### config.mk
export PLATFORM = sky130hd
export DESIGN_NAME = cache_port_arbiter_flat
export DESIGN_NICKNAME = d
export VERILOG_FILES = /design/src/rtl/cache_port_arbiter_if.sv /design/src/rtl/cache_port_arbiter.sv /design/src/flat_wrapper.sv
export SDC_FILE = /design/constraint.sdc
export NUM_CORES = 1
export LEC_CHECK = 0
export CAP_MARGIN = 30
export CORE_UTILIZATION = 39
export CTS_BUF_LIST = sky130_fd_sc_hd__clkbuf_8
export DETAILED_ROUTE_END_ITERATION = 8
export PLACE_DENSITY_LB_ADDON = 0.1
export SYNTH_ARGS = -nofsm -noshare
export SYNTH_HDL_FRONTEND = slang
export SYNTH_SLANG_ARGS = --single-unit
export TNS_END_PERCENT = 5
### constraint.sdc
create_clock -name clk -period 4.8 [get_ports clk]
set_input_delay 0.96 -clock clk [delete_from_list [all_inputs] [get_ports clk]]
set_output_delay 0.96 -clock clk [all_outputs]
set_load 0.005 [all_outputs]
### src/rtl/cache_port_arbiter_if.sv
// Bundle of requester-side and cache-side signals for cache_port_arbiter.
// The master modport is the environment view; the slave modport is the arbiter view.
interface cache_port_arbiter_if;
  logic        i_req;
  logic [27:0] i_addr;
  logic        i_ack;
  logic [31:0] i_rdata;

  logic        d_req;
  logic        d_rw;
  logic [27:0] d_addr;
  logic [31:0] d_wdata;
  logic        d_ack;
  logic [31:0] d_rdata;

  logic        flush_req;
  logic        flush_ack;

  logic [27:0] cache_addr;
  logic [31:0] cache_wr;
  logic        cache_rw;
  logic        cache_valid;
  logic        flush;
  logic [31:0] cache_rd;
  logic        cache_ready;

  logic        arb_timeout;

  modport master (
    output i_req, i_addr, d_req, d_rw, d_addr, d_wdata, flush_req, cache_rd, cache_ready,
    input  i_ack, i_rdata, d_ack, d_rdata, flush_ack,
    input  cache_addr, cache_wr, cache_rw, cache_valid, flush, arb_timeout
  );

  modport slave (
    input  i_req, i_addr, d_req, d_rw, d_addr, d_wdata, flush_req, cache_rd, cache_ready,
    output i_ack, i_rdata, d_ack, d_rdata, flush_ack,
    output cache_addr, cache_wr, cache_rw, cache_valid, flush, arb_timeout
  );
endinterface

### src/rtl/cache_port_arbiter.sv
// Arbitrates instruction, data and flush requesters onto a single cache port with a timeout.
// Define CACHE_ARB_ROUND_ROBIN_EN to replace fixed data-over-instruction priority with round-robin.
module cache_port_arbiter #(
  parameter int unsigned TIMEOUT_CYCLES = 255
) (
  input logic clk,
  input logic rst,
  cache_port_arbiter_if.slave bus
);

  typedef enum logic [1:0] {IDLE, ACCESS, FLUSH, ACK} state_t;
  typedef enum logic [1:0] {OWN_I, OWN_D, OWN_F} owner_t;

  localparam logic [7:0] TIMER_LAST = 8'(TIMEOUT_CYCLES - 1);

  state_t      state;
  owner_t      owner;
  logic [7:0]  timer;
  logic [27:0] addr_q;
  logic [31:0] wr_q;
  logic        rw_q;
  logic        valid_q;
  logic        flush_q;
  logic        i_ack_q;
  logic        d_ack_q;
  logic        flush_ack_q;
  logic [31:0] i_rdata_q;
  logic [31:0] d_rdata_q;
  logic        timeout_q;
  logic        grant_d;
  logic        finish;

`ifdef CACHE_ARB_ROUND_ROBIN_EN
  // last_d=0 means instruction was granted last, so data wins the first tie.
  logic last_d;

  always_comb grant_d = bus.d_req && (!bus.i_req || !last_d);

  always_ff @(posedge clk or posedge rst) begin
    if (rst) begin
      last_d <= 1'b0;
    end else if (state == IDLE && !bus.flush_req && (bus.d_req || bus.i_req)) begin
      last_d <= grant_d;
    end
  end
`else
  always_comb grant_d = bus.d_req;
`endif

  always_comb finish = bus.cache_ready || (timer == TIMER_LAST);

  always_ff @(posedge clk or posedge rst) begin
    if (rst) begin
      state       <= IDLE;
      owner       <= OWN_I;
      timer       <= '0;
      addr_q      <= '0;
      wr_q        <= '0;
      rw_q        <= 1'b0;
      valid_q     <= 1'b0;
      flush_q     <= 1'b0;
      i_ack_q     <= 1'b0;
      d_ack_q     <= 1'b0;
      flush_ack_q <= 1'b0;
      i_rdata_q   <= '0;
      d_rdata_q   <= '0;
      timeout_q   <= 1'b0;
    end else begin
      i_ack_q     <= 1'b0;
      d_ack_q     <= 1'b0;
      flush_ack_q <= 1'b0;
      timeout_q   <= 1'b0;
      case (state)
        IDLE: begin
          timer <= '0;
          if (bus.flush_req) begin
            state   <= FLUSH;
            owner   <= OWN_F;
            flush_q <= 1'b1;
          end else if (bus.d_req || bus.i_req) begin
            state   <= ACCESS;
            valid_q <= 1'b1;
            if (grant_d) begin
              owner  <= OWN_D;
              addr_q <= bus.d_addr;
              wr_q   <= bus.d_wdata;
              rw_q   <= bus.d_rw;
            end else begin
              owner  <= OWN_I;
              addr_q <= bus.i_addr;
              wr_q   <= '0;
              rw_q   <= 1'b0;
            end
          end
        end
        ACCESS, FLUSH: begin
          if (finish) begin
            // A timed-out read returns zero so the requester never sees stale data.
            state     <= ACK;
            valid_q   <= 1'b0;
            flush_q   <= 1'b0;
            timeout_q <= !bus.cache_ready;
            case (owner)
              OWN_D: begin
                d_ack_q   <= 1'b1;
                d_rdata_q <= bus.cache_ready ? bus.cache_rd : 32'h0;
              end
              OWN_I: begin
                i_ack_q   <= 1'b1;
                i_rdata_q <= bus.cache_ready ? bus.cache_rd : 32'h0;
              end
              default: flush_ack_q <= 1'b1;
            endcase
          end else begin
            timer <= timer + 8'd1;
          end
        end
        ACK: begin
          state <= IDLE;
        end
        default: begin
          state <= IDLE;
        end
      endcase
    end
  end

  assign bus.cache_addr  = addr_q;
  assign bus.cache_wr    = wr_q;
  assign bus.cache_rw    = rw_q;
  assign bus.cache_valid = valid_q;
  assign bus.flush       = flush_q;
  assign bus.i_ack       = i_ack_q;
  assign bus.d_ack       = d_ack_q;
  assign bus.flush_ack   = flush_ack_q;
  assign bus.i_rdata     = i_rdata_q;
  assign bus.d_rdata     = d_rdata_q;
  assign bus.arb_timeout = timeout_q;

endmodule

### src/flat_wrapper.sv
// flat-port wrapper written by rule: the top's interface ports become plain ports
module cache_port_arbiter_flat 
#(
  parameter int unsigned TIMEOUT_CYCLES = 255
)
  (clk, rst, bus_i_req, bus_i_addr, bus_d_req, bus_d_rw, bus_d_addr, bus_d_wdata, bus_flush_req, bus_cache_rd, bus_cache_ready, bus_i_ack, bus_i_rdata, bus_d_ack, bus_d_rdata, bus_flush_ack, bus_cache_addr, bus_cache_wr, bus_cache_rw, bus_cache_valid, bus_flush, bus_arb_timeout);
  cache_port_arbiter_if bus_i ();
  input logic clk;
  input logic rst;
  input wire logic [$bits(bus_i.i_req)-1:0] bus_i_req;
  input wire logic [$bits(bus_i.i_addr)-1:0] bus_i_addr;
  input wire logic [$bits(bus_i.d_req)-1:0] bus_d_req;
  input wire logic [$bits(bus_i.d_rw)-1:0] bus_d_rw;
  input wire logic [$bits(bus_i.d_addr)-1:0] bus_d_addr;
  input wire logic [$bits(bus_i.d_wdata)-1:0] bus_d_wdata;
  input wire logic [$bits(bus_i.flush_req)-1:0] bus_flush_req;
  input wire logic [$bits(bus_i.cache_rd)-1:0] bus_cache_rd;
  input wire logic [$bits(bus_i.cache_ready)-1:0] bus_cache_ready;
  output wire logic [$bits(bus_i.i_ack)-1:0] bus_i_ack;
  output wire logic [$bits(bus_i.i_rdata)-1:0] bus_i_rdata;
  output wire logic [$bits(bus_i.d_ack)-1:0] bus_d_ack;
  output wire logic [$bits(bus_i.d_rdata)-1:0] bus_d_rdata;
  output wire logic [$bits(bus_i.flush_ack)-1:0] bus_flush_ack;
  output wire logic [$bits(bus_i.cache_addr)-1:0] bus_cache_addr;
  output wire logic [$bits(bus_i.cache_wr)-1:0] bus_cache_wr;
  output wire logic [$bits(bus_i.cache_rw)-1:0] bus_cache_rw;
  output wire logic [$bits(bus_i.cache_valid)-1:0] bus_cache_valid;
  output wire logic [$bits(bus_i.flush)-1:0] bus_flush;
  output wire logic [$bits(bus_i.arb_timeout)-1:0] bus_arb_timeout;
  assign bus_i.i_req = bus_i_req;
  assign bus_i.i_addr = bus_i_addr;
  assign bus_i.d_req = bus_d_req;
  assign bus_i.d_rw = bus_d_rw;
  assign bus_i.d_addr = bus_d_addr;
  assign bus_i.d_wdata = bus_d_wdata;
  assign bus_i.flush_req = bus_flush_req;
  assign bus_i.cache_rd = bus_cache_rd;
  assign bus_i.cache_ready = bus_cache_ready;
  assign bus_i_ack = bus_i.i_ack;
  assign bus_i_rdata = bus_i.i_rdata;
  assign bus_d_ack = bus_i.d_ack;
  assign bus_d_rdata = bus_i.d_rdata;
  assign bus_flush_ack = bus_i.flush_ack;
  assign bus_cache_addr = bus_i.cache_addr;
  assign bus_cache_wr = bus_i.cache_wr;
  assign bus_cache_rw = bus_i.cache_rw;
  assign bus_cache_valid = bus_i.cache_valid;
  assign bus_flush = bus_i.flush;
  assign bus_arb_timeout = bus_i.arb_timeout;
  cache_port_arbiter #(.TIMEOUT_CYCLES(TIMEOUT_CYCLES)) u_core (.clk(clk), .rst(rst), .bus(bus_i));
endmodule
==> flow_results.org, run 1 <==
** Outcome
- The flow ran to the end, and the final reports show no timing, DRC or antenna violations.

** Worst setup path
- The signal on the critical path passes through buf_2, nor2_1, or3_2, buf_4, nand2_1, o21ai_0.
- Worst Setup Path Type :: primary input to flop
- In this design, the stage delay of the slowest critical-path cell is 0.64 ns.
- Crit start category :: primary input
- Critical Path End Type :: flop
- For this design, the slowest cell found on the critical path is buf_2.
- Data required time at the worst endpoint :: 5.08 ns
- WP data arrival :: 2.97 ns
- The critical path contains buffers and inverters numbering 2 combined.
- Kind of cell adding the most delay to the critical path :: buffers and inverters
- Of all nets on the critical path, the largest fanout is 89.

** Logic synthesis
- Summing every instance area after synthesis gives 0.005719 mm^2.
- Most used flip-flop cell after synthesis :: dfrtp_1
- Flop and latch count out of synthesis :: 143
- Post-synthesis area per instance :: 13.12 um^2
- Library cells used by synthesis :: 39
- After synthesis, the share of flip-flops with an asynchronous set or reset is 100.0%.
- EDFF count, synth :: 0
- Yosys warning count :: 0
- Number of nets in the synthesized netlist :: 566
- Sequential cells were found to cover 62.57% of the synthesized design area.
- Post-Syn Instances :: 436

** Finish
- The number of antenna diodes in the final layout is 0.
- The net count of the finished layout is 812.
- Relative to the synthesized area, the layout overhead comes to 53.60%.
- Fraction of layout cells with a size suffix above 1 :: 7.194%

** Power and ir drop
- Reported leakage power :: 3.862 nW
- Peak ir drop on the vdd network :: 277.6 uV
- Power spread over the standard cell area amounts to 584.7 mW/mm^2.

** STA
- Final critical-path share of the clock period :: 56.06%
- The worst pin sits at a relative slew slack of 43.34%.
- Clock period minus worst slack :: 2.691 ns
- Timing would allow up to 371.6 MHz.
- Measured slew at the worst slew-check pin :: 0.8498 ns
- Count of pins over their slew limit :: 0
- Final setup violation count :: 0
- Between clock sinks in the finished design, the worst skew comes to 0.007693 ns.
- For the final routed database, the setup TNS stands at 0 ns.
- Hold violation count in the final report :: 0
- Setup repair after global routing left no endpoint under its margin.
- After layout, the worst setup slack is 2.109 ns.

** Global routing
- Pin count of the biggest net entering global routing :: 90
- Global routing used 21.42% of the available tracks.
- The number of antenna violations at the first check in global routing is 0.
- After global routing the overflow that remains totals 0.
- The number of global-route vias before repair was 4,790.
- Global-route wire length before repair :: 24,200 um

** Clock tree
- H-tree depth :: 4
- In this run, CTS created clock tree buffers numbering 17.
- Maximum number of buffers from clock root to sink :: 2
- For this design, the CTS-stage hold fixing added 0 buffers.
- TritonCTS built the clock tree.
- Post-CTS Setup Repair Bufs :: 0
- Counting every sink on the clock net gives 143.
- Post-cts sizing count :: 0
- The later pin in the worst-skew pair is clocked with a latency of 0.45 ns.
- After clock tree synthesis, the clock-pin slew on the worst setup and hold paths is 0.07 ns.
- CTS root buffer :: clkbuf_8

** Drt
- Across all layers, the routed design uses 4,655 vias.
- For this run, the detailed router's first-pass iteration total came to 5.
- Number of design rule violations left after detail routing :: 0
- After detailed routing, the average wire length per cell comes to 18.11 um.
- In this run, the number of DRC markers left after iteration 0 of detailed routing was 263.
- Final Routed Wirelength :: 15,840 um
- Number of nets with antenna violations after routing :: 0
- In the routed layout, each cell is associated on average with a via count of 5.320.

** Die
- The core region is 0.01410 mm^2.
- The initial utilization of the core area, before any placement, comes to 40.57%.
- Overall die area :: 0.01515 mm^2
- The floorplan step set the die width to 123.1 um.
- Die Height :: 123.1 um
- The initialized floorplan defines 43 standard-cell rows.
- In this run the count of I/O pins placed on the die edge is 258.

** Worst hold path
- Type of the worst min-delay path :: flop to flop

** Placement
- Pre-CTS setup slack :: 1.634 ns
- During placement, the flow inserted port buffers numbering 257.
- Placer's final routability congestion estimate :: 0.7985
- Once detailed placement completed, the half-perimeter wirelength came to 11,170 um.

** Job
- The tool flagged a number of max-cap violations equal to 0.
cells in the final DEF (no fill, tap or decap), types with 7 or more instances in the layout:
master,instances
dfrtp_1,143
buf_4,7
clkbuf_8,20
mux2i_1,30
a32o_1,64
nand2_1,33
o21ai_0,24
inv_1,12
a22o_1,35
o21ai_1,10
clkdlybuf4s50_1,256
state kept, by name, indices dropped and copies added, names as in the netlist, 2 cells and up:
signal / flops
u_core.bus.cache_addr: 28
u_core.bus.cache_wr: 32
u_core.bus.d_rdata: 32
u_core.bus.i_rdata: 32
u_core.owner: 2
u_core.state: 2
u_core.timer: 8
tightest hold or removal path, delay by kind of cell (launching register included):
family             cells  cell delay (ns)
DFF                    1             0.35
AOI/OAI and AO/OA      1             0.06
and+or+nand+nor        1             0.04
routing by layer:
metal  vias up  share of wire (%)  wire, um  track usage (%)
met5         -                  0         0                0
li1       2157                  -         -                -
met1      2276                 41      6555            26.08
met4         0                1.9       308            9.111
met2       195                 47      7468            34.34
met3        27                9.5      1512            7.795
path summary, 6_finish.rpt:
check                      slack, ns                 startpoint                   endpoint  depth (start not counted)
max                             2.11                  bus_d_req  u_core.bus.cache_addr[27]                          6
min                             0.48  u_core.bus.cache_addr[15]  u_core.bus.cache_addr[15]                          2
max reg2reg                     2.38            u_core.timer[0]     u_core.bus.d_rdata[26]                          6
min reg2reg                     0.48  u_core.bus.cache_addr[15]  u_core.bus.cache_addr[15]                          2
max in group asynchronous       2.86                        rst     u_core.bus.d_rdata[29]                          3
min in group asynchronous       1.01                        rst     u_core.bus.i_rdata[19]                          2
through the flow:
stage / power, W / utilization (%) / area [um^2] / hold slack (ns) / instances
finish: 0.005137 / 62.32 / 8785 / 0.4801 / 875
floorplan: 0.002968 / - / 5719 / 0.4489 / 436
global route: 0.005481 / 62.32 / 8785 / 0.4975 / 875
CTS: 0.005203 / 62.32 / 8785 / 0.4864 / 875
detailed placement: 0.004329 / 59.81 / 8431 / 0.4703 / 843
global placement: 0.004233 / 59.56 / 8396 / 0.4623 / 841
area by class of cell:
type / instances / area [um^2]
Multi-Input combinational cell: 245 / 1933
Fill cell: 1166 / 5311
Clock buffer: 20 / 275.3
Timing Repair Buffer: 266 / 2655
Tap cell: 180 / 225.2
Clock inverter: 12 / 78.83
Inverter: 9 / 38.79
Sequential cell: 143 / 3578
cell families (layout without fill, tap and decap cells):
| family | Yosys count | count (layout) | share of synthesized area (%) |
|---|---|---|---|
| compound gates | 148 | 148 | 21.66 |
| xor+xnor | 2 | 2 | 0.3063 |
| fa+ha+maj | 3 | 3 | 0.6564 |
| buf+inv | 48 | 307 | 3.872 |
| flops | 143 | 143 | 62.57 |
| mux | 31 | 31 | 5.447 |
| simple gates | 61 | 61 | 5.491 |
power by group:
| group | switching, W | leakage, nW | internal, W |
|---|---|---|---|
| logic | 0.000916 | 1.83 | 0.00135 |
| registers | 0.000304 | 1.82 | 0.00172 |
| clock network | 0.000419 | 0.208 | 0.000435 |
| total | 0.00164 | 3.86 | 0.00350 |
cell usage after synthesis, types with 2 or more instances:
master / number / area, um^2
dfrtp_1: 143 / 3578
a32o_1: 64 / 640.6
a22o_1: 35 / 306.5
nand2_1: 33 / 123.9
mux2i_1: 30 / 300.3
o21ai_0: 24 / 120.1
buf_2: 20 / 100.1
clkbuf_1: 14 / 52.55
o21ai_1: 10 / 50.05
inv_1: 8 / 30.03
nand3_1: 6 / 30.03
nor2_1: 5 / 18.77
a21oi_1: 3 / 15.01
ha_1: 3 / 37.54
nor3_1: 3 / 15.01
o211ai_1: 3 / 22.52
o31ai_1: 3 / 22.52
a21o_1: 2 / 15.01
and3_1: 2 / 12.51
and4b_1: 2 / 20.02
buf_1: 2 / 7.510
buf_6: 2 / 22.52
nand3_2: 2 / 20.02
xor2_1: 2 / 17.52
No activity file was read; power rests on OpenSTA's default activity.
==> run 2: changes to the inputs <==
--- a/config.mk
+++ b/config.mk
@@ -6,7 +6,7 @@
 export NUM_CORES = 1
 export LEC_CHECK = 0
 export CAP_MARGIN = 30
-export CORE_UTILIZATION = 39
+export CORE_UTILIZATION = 43
 export CTS_BUF_LIST = sky130_fd_sc_hd__clkbuf_8
 export DETAILED_ROUTE_END_ITERATION = 8
 export PLACE_DENSITY_LB_ADDON = 0.1
==> constraint.sdc (replaced) <==
create_clock -name clk -period 2.49 [get_ports clk]
set_input_delay 0.498 -clock clk [delete_from_list [all_inputs] [get_ports clk]]
set_output_delay 0.498 -clock clk [all_outputs]
set_load 0.005 [all_outputs]
==> run 2 against run 1 <==
Against the previous run:
- highest routed layer unchanged
- clock-buffer cell count rose by 1
- combinational power rose by 96%
- flip-flop and latch count did not move
- utilization rose by 7.3 points
- global-route usage rose by 3.3 points
- total power rose by 100%
- routed wire length rose by 1.8%
- register-to-register slack got worse by 2.0 ns
==> flow_results.org, run 2 (synthesized netlist as in run 1, its figures left out) <==
** Outcome
- The flow ran to the end, and the final reports show no timing, DRC or antenna violations.

** Worst setup path
- Start of the worst register-to-register path :: u_core.timer[0]
- The worst register-to-register path ends at u_core.timer[5].
- STA classifies the critical path startpoint as a flop.
- Data required time at the worst endpoint :: 2.81 ns (-2.27 ns)
- Worst Setup Path Type :: flop to flop
- Worst reg-to-reg setup slack :: 0.36 ns (-2.02 ns)
- WP data arrival :: 2.45 ns (-0.52 ns)
- The highest net fanout along the worst path came to 15 (-83%).
- The worst setup path is captured at a flop.
- Depth of the most critical reg-to-reg path :: 6 (unchanged)

** Power and ir drop
- Switching fraction of total power :: 31.65% (-0.26 points)
- The relative contribution of sequential cells to total power was 37.9% (-1.4 points).
- The maximum vdd drop was 669.9 uV (+140%).
- Portion of total power attributed to combinational logic :: 43.2% (-0.9 points)
- Reported leakage power :: 3.895 nW (+0.86%)
- The reported net switching power came to 0.003251 W (+98%).
- The internal power summed over all cells was 0.007022 W (+100%).
- The share of total power in the clock network came to 18.9% (+2.3 points).
- Power per unit of standard cell area :: 1155 mW/mm^2 (+97%)

** Clock tree
- The H-tree depth came to 4 (unchanged).
- Maximum number of buffers from clock root to sink :: 2 (unchanged)
- Number of buffers added to fix hold violations after cts :: 0 (unchanged)
- The clock-pin transition on the worst setup and hold timing paths was 0.08 ns (about the same).
- CTS Sinks :: 143 (unchanged)
- The post-cts resize count is 0 (unchanged).
- Post-CTS Setup Repair Bufs :: 0 (unchanged)
- TritonCTS built the clock tree.
- CTS root buffer :: clkbuf_8
- TritonCTS Buffers :: 17 (unchanged)
- The clock insertion delay at the later pin of the skew report came to 0.44 ns (about the same).

** Global routing
- The total routing resource utilization after global routing came to 24.72% (+3.3 points).
- GR Overflow Total :: 0 (unchanged)
- Pin count of the biggest net entering global routing :: 71 (-21%)
- Global-route wire length before repair :: 26,610 um (+10%)
- Number of antenna violations at the first check in global routing :: 0 (unchanged)
- Vias in the first global route :: 4,962 (+3.6%)

** Finish
- The filler cell count is 917 (-21%).
- The area growth from synthesis to layout is 55.57%.
- Post-route cell area :: 0.008897 mm^2 (+1.3%)
- Most common cell after layout, fill and taps aside :: clkdlybuf4s50_1
- The final-stage net count is 818 (+0.74%).
- Leading cell types in the layout, fill and taps excluded :: clkdlybuf4s50_1, dfrtp_1, a32o_1
- Number of diodes added for antenna fixing :: 0 (unchanged)
- The share of layout cells above drive strength 1 was 8.417% (+1.2 points).

** Die
- The floorplan core area is 0.01277 mm^2 (-9.4%).
- The die footprint came to 0.01377 mm^2 (-9.2%).
- Standard-cell row count :: 41 (-4.7%)
- Boundary Pins :: 258 (unchanged)
- Initial Utilization :: 44.77% (+4.2 points)
- Die extent in x :: 117.3 um (-4.7%)
- Die Height :: 117.3 um (-4.7%)

** STA
- Accumulated negative setup slack :: 0 ns (unchanged)
- Count of pins over their slew limit :: 0 (unchanged)
- The final-report hold violation count came to 0 (unchanged).
- Final critical-path share of the clock period :: 85.60%
- The clock skew was 0.01317 ns (+0.005476 ns).
- Setup repair after global routing left no endpoint under its margin.
- The max-slew headroom at the worst pin was 62.90% (+20 points).
- The final setup violation count came to 0 (unchanged).
- Clock period minus worst slack :: 2.131 ns
- Timing would allow up to 469.2 MHz.
- The transition time at the pin with the least slew margin came to 0.5561 ns (-0.2938 ns).

** Drt
- Vias/cell :: 5.443 (+2.3%)
- Initial detailed-routing violation count :: 311 (+18%)
- The total number of vias came to 4,752 (+2.1%).
- The detailed-router iteration count before antenna repair came to 5 (unchanged).
- The detail-routed net length per standard cell is 18.47 um (+2.0%).
- Final Routed Wirelength :: 16,120 um (+1.8%)
- Number of nets with antenna violations after routing :: 0 (unchanged)
- Number of design rule violations left after detail routing :: 0 (unchanged)

** Worst hold path
- The path class of the tightest hold or removal check is primary input to async pin.

** Placement
- Port Buf Inserts :: 257 (unchanged)
- Placer's final routability congestion estimate :: 0.8652 (+8.4%)
- Area after detailed placement :: 0.008469 mm^2 (+0.46%)
- Post-DP HPWL :: 11,230 um (+0.59%)

** Job
- The number of maximum-capacitance constraint violations came to 0 (unchanged).
## run 2: cell types whose count changed in the layout (fill, tap and decap cells not counted), sizes merged
| cell | previous run | this run |
|---|---|---|
| clkinv | 6 | 3 |
| bufinv | 1 | 3 |
| clkbuf | 20 | 21 |
| buf | 10 | 16 |
| clkinvlp | 0 | 4 |
| inv | 14 | 10 |
## run 2: routing by layer
layer  global-route usage (%)  up-vias  wire [um]
li1                         -     2174          -
met1                    29.93     2350       6443
met4                    9.740        0        369
met3                    8.755       23       1431
met2                    40.24      205       7878
met5                        0        -          0
## run 2: worst max-delay path, cell delays in order (launching register included)
cell and delay (ns):
dfrtp_1 0.46, inv_1 0.09, ha_1 0.14, nand3_1 0.21
o21bai_2 0.53, mux2_2 0.40, a21o_1 0.18
## run 2: worst max-delay path by stage
stage / startpoint / endpoint / cells after the start
floorplan: rst / u_core.bus.arb_timeout / 1
global placement: bus_cache_ready / u_core.timer[5] / 5
detailed placement: bus_cache_ready / u_core.timer[5] / 5
CTS: u_core.timer[0] / u_core.timer[5] / 6
global route: u_core.timer[0] / u_core.timer[5] / 6
finish: u_core.timer[0] / u_core.timer[5] / 6
## run 2: power by group through the flow
stage | clock [W] | sequential (W) | combinational [W]
after floorplan | 0 | 0.00393 | 0.00179
after global placement | 0 | 0.00389 | 0.00435
after detailed placement | 0 | 0.00392 | 0.00448
after CTS | 0.00199 | 0.00390 | 0.00448
after global routing | 0.00210 | 0.00402 | 0.00481
final | 0.00194 | 0.00390 | 0.00444
## run 2: cell type report
type / instances / area (um^2) / area share, %
Clock buffer: 21 / 289.0 / 3.248
Clock inverter: 11 / 138.9 / 1.561
Inverter: 9 / 37.54 / 0.4219
Multi-Input combinational cell: 245 / 1933 / 21.73
Sequential cell: 143 / 3578 / 40.22
Tap cell: 172 / 215.2 / 2.419
Timing Repair Buffer: 272 / 2705 / 30.40
## run 2: metrics by stage
stage                     hold slack (ns)  setup WS (ns)  util (%)  instances  total power (W)
after floorplan                    0.4489         0.2009         -        436         0.005722
after global placement             0.4629         0.4050     66.30        841         0.008239
final                              0.3828         0.3587     69.65        873          0.01027
after CTS                          0.3684         0.3441     69.65        873          0.01037
after global routing               0.3995         0.1633     69.65        873          0.01092
after detailed placement           0.4718         0.3363     66.30        841         0.008403
